## config.mk

```make
export PLATFORM = sky130hd
export DESIGN_NAME = button_debouncer
export DESIGN_NICKNAME = d
export VERILOG_FILES = /design/src/rtl/debounce_pkg.sv /design/src/rtl/debounce_chan.sv /design/src/rtl/button_debouncer.sv
export SDC_FILE = /design/constraint.sdc
export NUM_CORES = 1
export LEC_CHECK = 0
export BUFFER_PORTS_ARGS = -buffer_cell sky130_fd_sc_hd__buf_2
export CAP_MARGIN = 10
export CORE_AREA = 2 2 39 41
export DETAILED_ROUTE_END_ITERATION = 12
export DIE_AREA = 0 0 41 43
export GPL_TIMING_DRIVEN = 0
export PLACE_DENSITY = 0.61
export SLEW_MARGIN = 20
export SYNTH_ARGS = -nofsm -noshare
export SYNTH_HDL_FRONTEND = slang
export SYNTH_HIERARCHICAL = 1
export SYNTH_SLANG_ARGS = --single-unit
```

## constraint.sdc

```tcl
create_clock -name clk -period 1.5 [get_ports clk]
set_clock_uncertainty 0.1 [all_clocks]
set_input_delay 0 -clock clk [delete_from_list [all_inputs] [get_ports clk]]
set_output_delay 0 -clock clk [all_outputs]
set_load 0.01 [all_outputs]
```

## src/rtl/debounce_pkg.sv

```systemverilog
// ============================================================================
// Module : debounce_pkg
// Brief  : Shared FSM state encoding and default stability length for the
//          button debouncer.
// Rev    : 1.0  initial release
// ============================================================================
`default_nettype none

package debounce_pkg;

  typedef enum logic [1:0] {
    S_LOW       = 2'd0,
    S_RISE_WAIT = 2'd1,
    S_HIGH      = 2'd2,
    S_FALL_WAIT = 2'd3
  } state_e;

  localparam int unsigned STABLE_CYCLES_DEFAULT = 4;

  // Wide enough to hold STABLE_CYCLES-1 with one bit of headroom.
  function automatic int unsigned cnt_width(input int unsigned stable_cycles);
    return $clog2(stable_cycles) + 1;
  endfunction

endpackage

`default_nettype wire

```

## src/rtl/debounce_chan.sv

```systemverilog
// ============================================================================
// Module : debounce_chan
// Brief  : One debounced channel: 2-flop synchroniser, stability counter and
//          four-state FSM. Rise/fall pulse flops exist only when
//          DEBOUNCE_EDGE_EN is defined.
// Rev    : 1.0  initial release
// ============================================================================
`default_nettype none

module debounce_chan
  import debounce_pkg::*;
#(
  parameter int unsigned STABLE_CYCLES = STABLE_CYCLES_DEFAULT
) (
  input  logic clk,
  input  logic rst_n,
  input  logic raw_i,
`ifdef DEBOUNCE_EDGE_EN
  output logic rise_o,
  output logic fall_o,
`endif
  output logic db_o
);

  localparam int unsigned CNT_W   = cnt_width(STABLE_CYCLES);
  localparam logic [CNT_W-1:0] c_LAST = CNT_W'(STABLE_CYCLES - 1);
  localparam logic [CNT_W-1:0] c_ONE  = CNT_W'(1);

  logic             s1_q;
  logic             s2_q;
  state_e           state_q;
  logic [CNT_W-1:0] cnt_q;
  logic             db_q;
`ifdef DEBOUNCE_EDGE_EN
  logic             rise_q;
  logic             fall_q;
`endif

  // s1_q may go metastable; only s2_q feeds the FSM.
  always_ff @(posedge clk or negedge rst_n) begin
    if (!rst_n) begin
      s1_q    <= 1'b0;
      s2_q    <= 1'b0;
      state_q <= S_LOW;
      cnt_q   <= '0;
      db_q    <= 1'b0;
`ifdef DEBOUNCE_EDGE_EN
      rise_q  <= 1'b0;
      fall_q  <= 1'b0;
`endif
    end else begin
      s1_q   <= raw_i;
      s2_q   <= s1_q;
`ifdef DEBOUNCE_EDGE_EN
      rise_q <= 1'b0;
      fall_q <= 1'b0;
`endif
      case (state_q)
        S_LOW: begin
          if (s2_q) begin
            state_q <= S_RISE_WAIT;
            cnt_q   <= c_ONE;
          end else begin
            cnt_q   <= '0;
          end
        end
        S_RISE_WAIT: begin
          if (!s2_q) begin
            state_q <= S_LOW;
            cnt_q   <= '0;
          end else if (cnt_q == c_LAST) begin
            state_q <= S_HIGH;
            db_q    <= 1'b1;
            cnt_q   <= '0;
`ifdef DEBOUNCE_EDGE_EN
            rise_q  <= 1'b1;
`endif
          end else begin
            cnt_q   <= cnt_q + c_ONE;
          end
        end
        S_HIGH: begin
          if (!s2_q) begin
            state_q <= S_FALL_WAIT;
            cnt_q   <= c_ONE;
          end else begin
            cnt_q   <= '0;
          end
        end
        S_FALL_WAIT: begin
          if (s2_q) begin
            state_q <= S_HIGH;
            cnt_q   <= '0;
          end else if (cnt_q == c_LAST) begin
            state_q <= S_LOW;
            db_q    <= 1'b0;
            cnt_q   <= '0;
`ifdef DEBOUNCE_EDGE_EN
            fall_q  <= 1'b1;
`endif
          end else begin
            cnt_q   <= cnt_q + c_ONE;
          end
        end
        default: begin
          state_q <= S_LOW;
          cnt_q   <= '0;
        end
      endcase
    end
  end

  assign db_o = db_q;
`ifdef DEBOUNCE_EDGE_EN
  assign rise_o = rise_q;
  assign fall_o = fall_q;
`endif

endmodule

`default_nettype wire

```

## src/rtl/button_debouncer.sv

```systemverilog
// ============================================================================
// Module : button_debouncer
// Brief  : N independent synchronised/debounced inputs. Define
//          DEBOUNCE_EDGE_EN to add per-channel rise_p/fall_p pulse outputs.
// Rev    : 1.0  initial release
// ============================================================================
`default_nettype none

module button_debouncer
  import debounce_pkg::*;
#(
  parameter int unsigned N             = 2,
  parameter int unsigned STABLE_CYCLES = STABLE_CYCLES_DEFAULT
) (
  input  logic         clk,
  input  logic         rst_n,
  input  logic [N-1:0] raw_in,
`ifdef DEBOUNCE_EDGE_EN
  output logic [N-1:0] rise_p,
  output logic [N-1:0] fall_p,
`endif
  output logic [N-1:0] db_out
);

  for (genvar g = 0; g < N; g++) begin : g_chan
    debounce_chan #(
      .STABLE_CYCLES (STABLE_CYCLES)
    ) u_chan (
      .clk    (clk),
      .rst_n  (rst_n),
      .raw_i  (raw_in[g]),
`ifdef DEBOUNCE_EDGE_EN
      .rise_o (rise_p[g]),
      .fall_o (fall_p[g]),
`endif
      .db_o   (db_out[g])
    );
  end

endmodule

`default_nettype wire

```

==> flow_summary_export.csv <==
group,metric,value,unit
status,status,"finished, final reports clean",
yosys,synth_most_common_cell,"dfrtp_1",
layout,fillers,121,
layout,antenna_cells,0,
layout,nets,63,
layout,drive_gt1_share,23.21,%
clock_tree,clk_latency,0.29,ns
yosys,synth_edf_count,0,
critical_path,r2r_cells,3,
sta,finalHoldViolCount,0,
pwr,power-per-cell-area,1594,mW/mm^2
yosys,ys_warn_count,6,
yosys,synth_ff_type,"dfrtp_1",
yosys,synth-seq-area-share,64.52,%
yosys,ys_seq_elements,16,
route,routed_wl,921,um
yosys,synth_area_leaders,"dfrtp_1 (65%), nor3b_2 (8.1%), and2_1 (4.0%)",
yosys,synth_nets,50,
sta,hold_ws,0.03431,ns
worst_hold_path,hold_class,"in -> async",
clock_tree,cts-root-buf,"clkbuf_4",
sta,min_period,1.336,ns
sta,slew_viol_final,0,
critical_path,cp.arrival,1.41,ns
critical_path,cp-end-kind,"register",
layout,area_growth,17.94,%
yosys,yosysTopAreaCell,"dfrtp_1",
floorplan,die_x,41,um
critical_path,required,1.58,ns
sta,clock.fmax,0.7483,GHz
sta,setup_viol,0,
global_routing,grt_pass1_vias,408,
place,dp_slack,0.1804,ns
global_routing,grt_pass1_wl,1.649,mm
yosys,synth_cells,44,
clock_tree,cts.clk_slew.worst_paths,0.09,ns
clock_tree,ctsLongestPathBuffers,2,
route,first_iter_violations,6,
floorplan,core-area,0.001384,mm^2
sta,fin_ws,0.1636,ns
place,place_inst,65,
floorplan,die_y,43,um
yosys,yosys.cell_types.count,12,
clock_tree,cts_resized,0,
pwr,ir_worst_vdd,0.0008340,V
critical_path,cp_slowest_stage_delay,0.40,ns
yosys,async_flop_share,100.0,%
floorplan,start_util,44.85,%
pwr,p_leak,0.3296,nW
clock_tree,htree_levels,1,
global_routing,antenna_found_initial,0,
global_routing,grt-ovfl-total,0,
floorplan,io_pins,6,
sta,tns,0,ns
flow_run,drv_cap,0,
global_routing,track_usage,14.68,%
layout,fin_cells,72,
place,gp_congestion,0.6996,
route,via_per_inst,5.208,
sta,period_share,89.10,%
yosys,synthTopCellsByCount,"dfrtp_1 (16), and2_1 (4), nor3b_2 (4), o21ai_1 (4)",
sta,tightestPinTransition,0.3374,ns
clock_tree,cts_made_buffers,3,
floorplan,rows,14,
route,ant_nets,0,
route,routed-via-count,375,
critical_path,slowest_stage,"dfrtp_1",
critical_path,critPathMaxFanout,3,
critical_path,timing.rr.start,"g_chan[0].u_chan/cnt_q[0]",
floorplan,die_area,0.001763,mm^2
place,io_buffers,5,
critical_path,path_cells,"ha_1, nand3b_1, mux2_1",
route,wire_per_inst,12.79,um
critical_path,cp_num_buf_inv,0,
clock_tree,cts_tree,"done",
critical_path,start_kind,"register",
yosys,postSynthAreaPerCell,14.10,um^2
critical_path,path_class,"reg -> reg",
layout,design_area,732.0,um^2
yosys,yosysTopAreaCellShare,64.52,%
critical_path,crit_family,"flip-flops",
sta,slew_headroom,77.50,%
critical_path,ff2ff_setup_slack,0.16,ns
route,drc_errors,0,
global_routing,grt_max_degree,17,
sta,rsz0062_at_grt,"no",
route,dr.pass1.iters,4,
yosys,netlist_area,620.6,um^2
place,dp_hpwl,675.2,um
place,dpl_cell_area,665.6,um^2
clock_tree,cts_sinks,16,
## kinds of logic (layout without fill, tap and decap cells)
group	count (synthesis)	count (layout)	share of synthesized area, %
multiplexers	2	2	3.629
buffers and inverters	0	12	0
AO/OA/AOI/OAI	8	8	6.855
adder cells (fa/ha/maj)	2	2	4.032
XOR/XNOR	2	2	2.823
flip-flops	16	16	64.52
AND/OR/NAND/NOR	14	14	18.14
## cell type report
| class | count | area, um^2 | share of cell area (%) |
|---|---|---|---|
| sequential | 16 | 400.4 | 54.70 |
| timing repair buffer | 8 | 55.05 | 7.521 |
| clock buffer | 4 | 36.28 | 4.957 |
| multi-input combinational | 28 | 220.2 | 30.09 |
| tap | 16 | 20.02 | 2.735 |
## placed cells by master, fill, tap and decap left out, types with 3 or more instances in the layout
cell	synthesis	final
dfrtp_1	16	16
o21ai_1	4	4
buf_2	0	5
and2_1	4	4
nor3b_2	4	4
clkbuf_4	0	3
dlygate4sd3_1	0	3
## per-stage QoR
| step | utilization [%] | power (mW) |
|---|---|---|
| after floorplan | - | 0.8214 |
| after global placement | 48.10 | 0.8551 |
| after detailed placement | 48.10 | 0.9009 |
| after CTS | 52.89 | 1.184 |
| after global routing | 52.89 | 1.256 |
| final | 52.89 | 1.167 |
## repair_timing
item                                   in CTS  in global routing
endpoints found under the hold margin      18                  0
hold buffers                                3                  0
setup buffers                               0                  0
## metal layers
layer / part of all wire (%) / track usage (%) / vias to the layer above
met5: 0 / 0 / -
met4: 2.8 / 10.00 / 0
met3: 2.5 / 4.712 / 2
met2: 53 / 21.88 / 7
met1: 42 / 17.02 / 187
li1: - / - / 179
## how the worst max path moves through the flow
stage / startpoint / endpoint / slack [ns] / cells past startpoint
after floorplan: g_chan[0].u_chan/cnt_q[0] / register / 0.27 / 3
after global placement: g_chan[1].u_chan/cnt_q[0] / register / 0.22 / 3
after detailed placement: g_chan[0].u_chan/cnt_q[0] / register / 0.18 / 3
after CTS: g_chan[0].u_chan/cnt_q[0] / register / 0.16 / 3
after global routing: g_chan[0].u_chan/cnt_q[0] / register / 0.09 / 3
final: g_chan[0].u_chan/cnt_q[0] / register / 0.16 / 3
## power breakdown
group | switching, mW | internal (mW)
Combinational | 0.127 | 0.138
Clock | 0.131 | 0.148
Sequential | 0.0783 | 0.544
No activity file was read; power rests on OpenSTA's default activity.
